<file path="config.mk">
export PLATFORM = sky130hd
export DESIGN_NAME = memory_port_arbiter
export DESIGN_NICKNAME = d
export VERILOG_FILES = /design/src/rtl/memory_port_arbiter.sv
export SDC_FILE = /design/constraint.sdc
export NUM_CORES = 1
export LEC_CHECK = 0
export BUFFER_PORTS_ARGS = -buffer_cell sky130_fd_sc_hd__buf_2
export CORE_AREA = 2 2 117 119
export CTS_CLUSTER_DIAMETER = 200
export CTS_CLUSTER_SIZE = 12
export DETAILED_ROUTE_END_ITERATION = 12
export DIE_AREA = 0 0 119 121
export HOLD_SLACK_MARGIN = 0.08
export PLACE_DENSITY = 0.79
export SKIP_CTS_REPAIR_TIMING = 1
export SLEW_MARGIN = 20
export SYNTH_ARGS = -nofsm -noshare
export SYNTH_HDL_FRONTEND = slang
export SYNTH_SLANG_ARGS = --single-unit
</file>
<file path="constraint.sdc">
create_clock -name clk -period 5.5 [get_ports clk]
set_input_delay 0.825 -clock clk [delete_from_list [all_inputs] [get_ports clk]]
set_output_delay 0.825 -clock clk [all_outputs]
set_load 0.02 [all_outputs]
</file>
<file path="src/rtl/memory_port_arbiter.sv">
// Arbitrates the single memory port between 4-beat icache line fills and single-beat data accesses.
// Round-robin on contention; fills are uninterruptible; every beat stalls while mem_wt_i is high.
module memory_port_arbiter #(
    parameter int ADDR_W    = 32,
    parameter int DATA_W    = 16,
    parameter int BURST_LEN = 4
) (
    input  logic                        clk,
    input  logic                        rst,
    input  logic                        ic_req_i,
    input  logic [ADDR_W-1:0]           ic_addr_i,
    output logic [DATA_W*BURST_LEN-1:0] ic_line_o,
    output logic                        ic_done_o,
    input  logic                        d_req_i,
    input  logic                        d_we_i,
    input  logic [ADDR_W-1:0]           d_addr_i,
    input  logic [DATA_W-1:0]           d_wdata_i,
    output logic [DATA_W-1:0]           d_rdata_o,
    output logic                        d_done_o,
    output logic [ADDR_W-1:0]           mem_addr_o,
    output logic [DATA_W-1:0]           mem_wdata_o,
    output logic                        mem_we_o,
    input  logic [DATA_W-1:0]           mem_rdata_i,
    input  logic                        mem_wt_i
);

    localparam int LINE_W = DATA_W * BURST_LEN;
    localparam int BEAT_W = (BURST_LEN > 1) ? $clog2(BURST_LEN) : 1;
    localparam logic [BEAT_W-1:0] LAST_BEAT = BEAT_W'(BURST_LEN - 1);
    localparam logic LG_DATA = 1'b0;
    localparam logic LG_IC   = 1'b1;

    typedef enum logic [1:0] {
        S_IDLE = 2'd0,
        S_IC   = 2'd1,
        S_D    = 2'd2
    } state_t;

    state_t              state_q, state_d;
    logic [BEAT_W-1:0]   beat_q, beat_d;
    logic                last_grant_q, last_grant_d;
    logic [LINE_W-1:0]   ic_line_q, ic_line_d;
    logic                ic_done_q, ic_done_d;
    logic [DATA_W-1:0]   d_rdata_q, d_rdata_d;
    logic                d_done_q, d_done_d;
    logic [ADDR_W-1:0]   mem_addr_q, mem_addr_d;
    logic [DATA_W-1:0]   mem_wdata_q, mem_wdata_d;
    logic                mem_we_q, mem_we_d;

    logic grant_ic, grant_d, done_busy;

    // A done pulse blocks arbitration for one cycle so the finishing requester can drop its request.
    assign done_busy = ic_done_q | d_done_q;
    assign grant_ic  = (state_q == S_IDLE) && !done_busy && ic_req_i &&
                       (!d_req_i || (last_grant_q == LG_DATA));
    assign grant_d   = (state_q == S_IDLE) && !done_busy && d_req_i &&
                       (!ic_req_i || (last_grant_q == LG_IC));

    always_ff @(posedge clk or posedge rst) begin
        if (rst) begin
            state_q <= S_IDLE;
        end else begin
            state_q <= state_d;
        end
    end

    always_comb begin
        state_d = state_q;
        case (state_q)
            S_IDLE: begin
                if (grant_ic) begin
                    state_d = S_IC;
                end else if (grant_d) begin
                    state_d = S_D;
                end
            end
            S_IC: begin
                if (!mem_wt_i && (beat_q == LAST_BEAT)) begin
                    state_d = S_IDLE;
                end
            end
            S_D: begin
                if (!mem_wt_i) begin
                    state_d = S_IDLE;
                end
            end
            default: state_d = S_IDLE;
        endcase
    end

    always_comb begin
        beat_d       = beat_q;
        last_grant_d = last_grant_q;
        ic_line_d    = ic_line_q;
        ic_done_d    = 1'b0;
        d_rdata_d    = d_rdata_q;
        d_done_d     = 1'b0;
        mem_addr_d   = mem_addr_q;
        mem_wdata_d  = mem_wdata_q;
        mem_we_d     = mem_we_q;
        case (state_q)
            S_IDLE: begin
                if (grant_ic) begin
                    mem_addr_d   = ic_addr_i;
                    mem_we_d     = 1'b0;
                    beat_d       = '0;
                    last_grant_d = LG_IC;
                end else if (grant_d) begin
                    mem_addr_d   = d_addr_i;
                    mem_we_d     = d_we_i;
                    mem_wdata_d  = d_wdata_i;
                    last_grant_d = LG_DATA;
                end
            end
            S_IC: begin
                if (!mem_wt_i) begin
                    ic_line_d[DATA_W*beat_q +: DATA_W] = mem_rdata_i;
                    if (beat_q == LAST_BEAT) begin
                        ic_done_d = 1'b1;
                        beat_d    = '0;
                    end else begin
                        beat_d     = beat_q + 1'b1;
                        mem_addr_d = ic_addr_i + ADDR_W'(beat_q) + ADDR_W'(1);
                    end
                end
            end
            S_D: begin
                // The latched write enable decides read vs write; d_we_i may already have moved on.
                if (!mem_wt_i) begin
                    if (!mem_we_q) begin
                        d_rdata_d = mem_rdata_i;
                    end
                    d_done_d = 1'b1;
                    mem_we_d = 1'b0;
                end
            end
            default: ;
        endcase
    end

    always_ff @(posedge clk or posedge rst) begin
        if (rst) begin
            beat_q       <= '0;
            last_grant_q <= LG_DATA;
            ic_line_q    <= '0;
            ic_done_q    <= 1'b0;
            d_rdata_q    <= '0;
            d_done_q     <= 1'b0;
            mem_addr_q   <= '0;
            mem_wdata_q  <= '0;
            mem_we_q     <= 1'b0;
        end else begin
            beat_q       <= beat_d;
            last_grant_q <= last_grant_d;
            ic_line_q    <= ic_line_d;
            ic_done_q    <= ic_done_d;
            d_rdata_q    <= d_rdata_d;
            d_done_q     <= d_done_d;
            mem_addr_q   <= mem_addr_d;
            mem_wdata_q  <= mem_wdata_d;
            mem_we_q     <= mem_we_d;
        end
    end

    assign ic_line_o   = ic_line_q;
    assign ic_done_o   = ic_done_q;
    assign d_rdata_o   = d_rdata_q;
    assign d_done_o    = d_done_q;
    assign mem_addr_o  = mem_addr_q;
    assign mem_wdata_o = mem_wdata_q;
    assign mem_we_o    = mem_we_q;

endmodule

</file>
==> flow_summary.yaml, run 1 <==
flow_run:
  maxCapViolCount: 0
sta:
  max_freq_ghz: 0.344
  fin_crit_sh_pct: 52.9
  finClkSkew_ns: 0.00849
  setup_tns_ns: 0
  setup_viol: 0
  hold_viol: 0
  relSlewSlack_pct: 26.4
  period_needed_ns: 2.91
  tightest_slew_ns: 1.10
  rsz0062_at_grt: "no"
  drv_slew: 0
  fin_ws_ns: 2.59
cts:
  cts_root_buffer: "clkbuf_16"
  cts_sinks: 136
  numCtsBuffers: 17
  h-tree-depth: 4
  cts_buffer_depth: 2
  clk_latency_ns: 0.42
  cts_tree: "done"
  clk_pin_slew_ns: 0.06
logic_synthesis:
  synthAdderAreaFrac_pct: 1.68
  synth-compound-area-share_pct: 16.4
  yosysTopAreaCellShare_pct: 53.1
  synth-xor-area-share_pct: 1.23
  synthesis.area_um2: 6400
  ys.warnings.count: 0
  synth-seq-area-share_pct: 53.1
  synth_fp_nets: 780
  synthMuxAreaShare_pct: 6.86
  synth_cells: 670
  synth_cell_type_count: 56
  ys_seq_elements: 136
  yosys.area_share.simple_pct: 17.8
  syn_area_per_cell_um2: 9.56
  synth_top_flop_cell: "dfrtp_1"
  synth_top_area_cell: "dfrtp_1"
  synth_edf_count: 0
  synth_top_family_by_area: "simple AND/OR/NAND/NOR gates"
  synth_area_leaders: "dfrtp_1 (53%), nand2_1 (10%), o21ai_0 (6.6%), mux2_2 (5.3%), a21oi_1 (2.1%)"
  async_flop_share_pct: 100
global_route:
  grt_pass1_vias: 5835
  grt.total_usage_pct: 26.5
  antenna_found_initial: 1
  grt_pass1_wl_um: 29900
  grt_max_degree: 100
  gr-total-overflow: 0
final_layout:
  area_delta_synth_final_pct: 30.5
  fin_util_pct: 63.9
  drive_gt1_share_pct: 33.7
  final_cell_area_um2: 8360
  layout_common_cells: "buf_2 (232), nand2_1 (174), dfrtp_1 (136)"
  layout_commonest_cell: "buf_2"
  nNetsFinal: 1001
floorplan:
  dieArea_um2: 14400
  core_area_um2: 13100
  start_util_pct: 48.9
  die_h_um: 121
  rows: 42
  ios: 233
  die-width_um: 119
critical_path:
  cp.arrival_ns: 3.22
  cp_cell_sequence: "inv_1 -> ha_1 -> fa_1 -> and3b_1 -> nand4_1 -> o311ai_1 -> o311ai_0 -> mux2_2"
  worst-setup-path-type: "flip-flop to flip-flop"
  cp_slowest_cell: "dfrtp_1"
  cp-end-kind: "flip-flop"
  cpPeakStageDelay_ns: 0.48
  cp.required_ns: 5.81
  cp_top_family: "adder cells"
  path_buf_inv: 1
  cp-start-kind: "flip-flop"
  path_max_fanout: 7
placement:
  buffer_ports.inserted: 232
  dp_slack_ns: 2.36
  post_dp_cell_area_um2: 7700
  finalWeightedCongestion: 0.871
  dpl.hpwl_um: 13500
detailed_routing:
  drc_errors: 0
  num_vias: 5949
  wl_um: 18500
  drt-wirelength-per-cell_um: 17.1
  final_antenna_net_count: 0
  via_per_inst: 5.50
  dr.pass1.iters: 5
  first_iter_violations: 477
hold_path:
  hold_path.class: "flip-flop to flip-flop"
run_status:
  status: "finished clean"
power:
  peakVddDrop_uv: 312
  leakage_nw: 4.00
  p_per_area_nw_per_um2: 638
[layer usage]
metal	routed length, um	track usage [%]
met1	7180	31.3
met2	9140	44.4
met3	1670	8.79
met4	469	11.2
met5	0	0
[cell type report]
cell class	instances	area, um2
antenna	1	2.50
clock buffer	22	464
clock inverter	10	191
fill	1096	4730
inverter	10	42.5
multi-input combinational	489	2830
sequential	136	3400
tap	176	220
timing repair buffer	237	1200
[stage by stage]
stage | power, mW | hold slack, ns | instances
final | 5.33 | 0.469 | 1081
after global routing | 5.66 | 0.501 | 1081
after CTS | 5.35 | 0.475 | 1080
after detailed placement | 4.07 | 0.462 | 1048
after global placement | 4.01 | 0.456 | 1048
after floorplan | 3.28 | 0.462 | 670
[power by group]
group          internal [mW]  switching [mW]
combinational          0.826            1.55
clock                  0.832           0.435
sequential              1.44           0.243
[worst reg2reg max path, stage by stage (launching register included)]
cell and delay (ns):
dfrtp_1 0.48, inv_1 0.20, ha_1 0.25, fa_1 0.42, and3b_1 0.36, nand4_1 0.29, o311ai_1 0.33, o311ai_0 0.18
mux2_2 0.29
[synth_stat cells, types with 9 or more instances]
master      n
mux2_2     30
xnor2_1     9
clkbuf_1   27
mux2_1      9
nor3_1     14
dfrtp_1   136
nand2_1   174
o221ai_1   10
inv_1      10
a21oi_1    27
o21ai_0    84
nor2_1     21
o21ai_1    11
[final timing paths]
kind,start,endpoint,slack [ns],depth (start not counted)
worst max-delay path,beat_q[0],mem_addr_o[18],2.59,8
worst min-delay path,mem_addr_o[5],mem_addr_o[5],0.47,2
worst max register to register,beat_q[0],mem_addr_o[18],2.59,8
worst min register to register,mem_addr_o[5],mem_addr_o[5],0.47,2
max in group asynchronous,rst,ic_line_o[16],3.87,3
min in group asynchronous,rst,mem_wdata_o[11],0.59,2
[flip-flops by register name (all words and copies together) (netlist names)]
| signal | cells |
|---|---|
| last_grant_q | 1 |
| mem_addr_o | 32 |
| d_rdata_o | 16 |
| mem_wdata_o | 16 |
| d_done_o | 1 |
| state_q | 2 |
| ic_line_o | 64 |
| beat_q | 2 |
| mem_we_o | 1 |
| ic_done_o | 1 |
[kinds of logic after synthesis]
kind of cell	Yosys count
buffers and inverters	45
flip-flops	136
XOR/XNOR	9
multiplexers	39
AND/OR/NAND/NOR	257
adder cells (fa/ha/maj)	8
AO/OA/AOI/OAI	176
(Power assumes the default switching activity.)
==> inputs of run 2 (changes only) <==
Settings changed: CORE_AREA 2 2 117 119 to 2 2 123 125, DIE_AREA 0 0 119 121 to 0 0 125 127, PLACE_DENSITY 0.79 to 0.75.
Clock period 5.5 ns to 2.55 ns, I/O delays scaled along.
==> flow_summary.yaml, run 2 (same netlist as run 1, synthesis figures left out) <==
detailed_routing:
  final_antenna_net_count: 0
  num_vias: 5944
  wl_um: 18700
  drc_errors: 0
  dr.pass1.iters: 5
  first_iter_violations: 417
  drt-wirelength-per-cell_um: 16.7
  via_per_inst: 5.33
floorplan:
  die_h_um: 127
  ios: 233
  start_util_pct: 44.4
  die-width_um: 125
  dieArea_um2: 15900
  core_area_um2: 14400
  rows: 44
placement:
  finalWeightedCongestion: 0.852
  dpl.hpwl_um: 13600
  post_dp_cell_area_um2: 7940
  buffer_ports.inserted: 232
  dp_slack_ns: 0.0382
  dpl.cell_count: 1083
critical_path:
  cp-end-kind: "flip-flop"
  r2r_setup_slack_ns: 0.17
  cp.required_ns: 2.86
  path_max_fanout: 5
  timing.rr.start: "beat_q[1]"
  r2r_end: "mem_addr_o[28]"
  cp.arrival_ns: 2.68
  rr_worst_depth: 8
  cp-start-kind: "flip-flop"
  worst-setup-path-type: "flip-flop to flip-flop"
power:
  peakVddDrop_uv: 628
  leakage_nw: 4.10
  p_per_area_nw_per_um2: 1340
  p_sw_share_pct: 42.4
  combPwrFrac_pct: 47.0
  p_total_mw: 11.4
  switching_power_mw: 4.85
  internal_power_mw: 6.59
  p_clk_share_pct: 21.3
  seqPwrFrac_pct: 31.6
cts:
  clk_latency_ns: 0.43
  numCtsBuffers: 17
  cts_tree: "done"
  cts_root_buffer: "clkbuf_16"
  cts_buffer_depth: 2
  clk_pin_slew_ns: 0.06
  cts_sinks: 136
  h-tree-depth: 4
sta:
  rsz0062_at_grt: "no"
  tightest_slew_ns: 0.756
  period_needed_ns: 2.38
  whs_ns: 0.0898
  drv_slew: 0
  hold_viol: 0
  relSlewSlack_pct: 49.3
  fin_crit_sh_pct: 93.3
  setup_viol: 0
  setup_tns_ns: 0
  fin_ws_ns: 0.172
  max_freq_ghz: 0.421
  finClkSkew_ns: 0.0119
final_layout:
  final_cell_area_um2: 8530
  fin_util_pct: 59.2
  fin_cells: 1116
  drive_gt1_share_pct: 35.8
  largest_reg_flops: 64
  layout_commonest_cell: "buf_2"
  nNetsFinal: 1028
  area_delta_synth_final_pct: 33.3
  layout_common_cells: "buf_2 (232), nand2_1 (174), dfrtp_1 (136)"
global_route:
  grt.total_usage_pct: 24.0
  grt_pass1_vias: 5721
  grt_pass1_wl_um: 30100
  antenna_found_initial: 1
  gr-total-overflow: 0
  grt_max_degree: 78
flow_run:
  maxCapViolCount: 0
hold_path:
  hold_path.class: "input port to async pin"
run_status:
  status: "finished clean"
==> run 2: final cells by class <==
cell class / count / area [um2]
diodes: 1 / 2.50
clock buffers: 19 / 443
clock inverters: 13 / 146
fillers: 1288 / 5890
inverters: 10 / 41.3
multi-input cells: 489 / 2830
flip-flops and latches: 136 / 3400
well taps: 184 / 230
repair buffers: 264 / 1440
==> run 2: critical path, cell delays in order, from the launching register on <==
cell,delay (ns)
dfrtp_1,0.42
inv_1,0.15
fa_1,0.48
and3b_1,0.27
nand4_1,0.16
buf_4,0.20
or3_1,0.36
a21oi_1,0.14
o21ai_0,0.08
==> run 2: how the worst max path moves through the flow <==
stage	startpoint	to	slack [ns]	depth (start not counted)
after floorplan	beat_q[0]	mem_addr_o[18]	0.02	9
after global placement	ic_addr_i[0]	mem_addr_o[28]	0.09	10
after detailed placement	ic_addr_i[0]	mem_addr_o[28]	0.04	10
after CTS	beat_q[1]	mem_addr_o[28]	0.16	8
after global routing	beat_q[1]	mem_addr_o[30]	0.003	8
final	beat_q[1]	mem_addr_o[28]	0.17	8
==> run 2: metal layers <==
layer / wire length [um] / vias up / global-route usage [%]
li1: - / 2861 / -
met1: 7720 / 2802 / 30.3
met2: 9090 / 256 / 40.0
met3: 1570 / 23 / 7.66
met4: 255 / 2 / 6.67
met5: 8 / - / 0
==> run 2: power by group through the flow <==
stage / clock (mW) / combinational, mW / sequential, mW
after floorplan: 0 / 2.37 / 4.71
after global placement: 0 / 5.31 / 3.63
after detailed placement: 0 / 5.43 / 3.65
after CTS: 2.48 / 5.44 / 3.63
after global routing: 2.59 / 5.88 / 3.75
final: 2.44 / 5.38 / 3.62
==> inputs of run 3 (changes only) <==
Settings changed: CORE_AREA 2 2 123 125 to 2 2 94 163, DIE_AREA 0 0 125 127 to 0 0 96 165.
==> flow_summary.yaml, run 3 (same netlist as run 1, synthesis figures left out) <==
cts:
  numCtsBuffers: 17
  cts_buffer_depth: 2
  clk_pin_slew_ns: 0.07
  cts_sinks: 136
  h-tree-depth: 4
  cts_root_buffer: "clkbuf_16"
  cts_tree: "done"
  clk_latency_ns: 0.41
detailed_routing:
  final_antenna_net_count: 0
  via_per_inst: 5.43
  num_vias: 6012
  drt-wirelength-per-cell_um: 17.6
  dr.pass1.iters: 5
  wl_um: 19500
  drc_errors: 0
  first_iter_violations: 218
final_layout:
  largest_reg_flops: 64
  area_delta_synth_final_pct: 32.7
  layout_commonest_cell: "buf_2"
  layout_common_cells: "buf_2 (232), nand2_1 (174), dfrtp_1 (136)"
  multi_input_area_um2: 2830
  ff_latch_area_um2: 3400
  fillCellCount: 1311
  nNetsFinal: 1024
  drive_gt1_share_pct: 35.4
  fin_cells: 1108
placement:
  finalWeightedCongestion: 0.852
  dpl.cell_count: 1075
  dpl.hpwl_um: 14300
  buffer_ports.inserted: 232
critical_path:
  cp.required_ns: 2.84
  cp-start-kind: "flip-flop"
  cp.arrival_ns: 2.66
  cp-end-kind: "flip-flop"
  worst-setup-path-type: "flip-flop to flip-flop"
  path_max_fanout: 5
flow_run:
  maxCapViolCount: 0
floorplan:
  core_area_um2: 14400
  die-width_um: 96
  rows: 58
  start_util_pct: 44.3
  die_h_um: 165
  dieArea_um2: 15800
  ios: 233
power:
  p_total_mw: 11.5
  leakage_nw: 4.08
  peakVddDrop_uv: 628
  p_per_area_nw_per_um2: 1350
sta:
  max_freq_ghz: 0.422
  setup_tns_ns: 0
  finClkSkew_ns: 0.0146
  setup_viol: 0
  drv_slew: 0
  relSlewSlack_pct: 35.5
  period_needed_ns: 2.37
  fin_crit_sh_pct: 92.9
  rsz0062_at_grt: "no"
  hold_viol: 0
  tightest_slew_ns: 0.967
global_route:
  antenna_found_initial: 0
  grt.total_usage_pct: 24.8
  grt_pass1_wl_um: 29900
  gr-total-overflow: 0
  grt_max_degree: 137
  grt_pass1_vias: 5858
hold_path:
  hold_path.class: "input port to flip-flop"
run_status:
  status: "finished clean"
[run 3: layout make-up]
type                       count  area share [%]
antenna                        1          0.0294
clock buffer                  20            5.26
clock inverter                12            1.68
inverter                      10           0.486
multi-input combinational    489            33.3
sequential                   136            40.0
tap                          180            2.65
timing repair buffer         260            16.6
[run 3: worst max-delay path, cell delays in order, from the launching register on]
cell	delay (ns)
dfrtp_1	0.34
inv_1	0.06
ha_1	0.21
fa_1	0.43
and3b_1	0.26
nand4_1	0.13
buf_4	0.20
nor4_1	0.38
xnor2_1	0.17
a21oi_1	0.08
[run 3: final timing paths]
kind | from | endpoint | slack (ns) | cells past startpoint
min | d_wdata_i[8] | mem_wdata_o[8] | 0.18 | 2
max | beat_q[0] | mem_addr_o[30] | 0.18 | 9
min reg2reg | ic_line_o[17] | ic_line_o[17] | 0.47 | 2
max in group asynchronous | rst | ic_line_o[48] | 1.82 | 3
max reg2reg | beat_q[0] | mem_addr_o[30] | 0.18 | 9
min in group asynchronous | rst | mem_wdata_o[6] | 0.19 | 3
[run 3: per-layer routing]
metal  part of all wire, %  vias up  global-route usage [%]
met5                     0        -                       0
met4                   2.4        0                    11.1
met3                   5.8       33                    5.34
met2                    56      234                    45.6
met1                    35     2888                    26.3
li1                      -     2857                       -
[run 3: stage by stage]
stage	hold slack [ns]	util (%)	cell area [um2]	setup slack (ns)
4_1_cts	0.173	58.8	8500	0.192
5_1_grt	0.182	58.8	8500	0.0389
3_5_place_dp	0.465	54.8	7910	0.105
2_1_floorplan	0.462	-	6410	0.0217
3_3_place_gp	0.457	54.8	7910	0.136
6_report	0.183	58.9	8500	0.181
[run 3: where the power goes]
group	total (mW)	internal (mW)	switching (mW)
Combinational	5.38	1.98	3.40
Clock	2.48	1.48	0.997
Sequential	3.62	3.11	0.516
Total	11.5	6.57	4.91
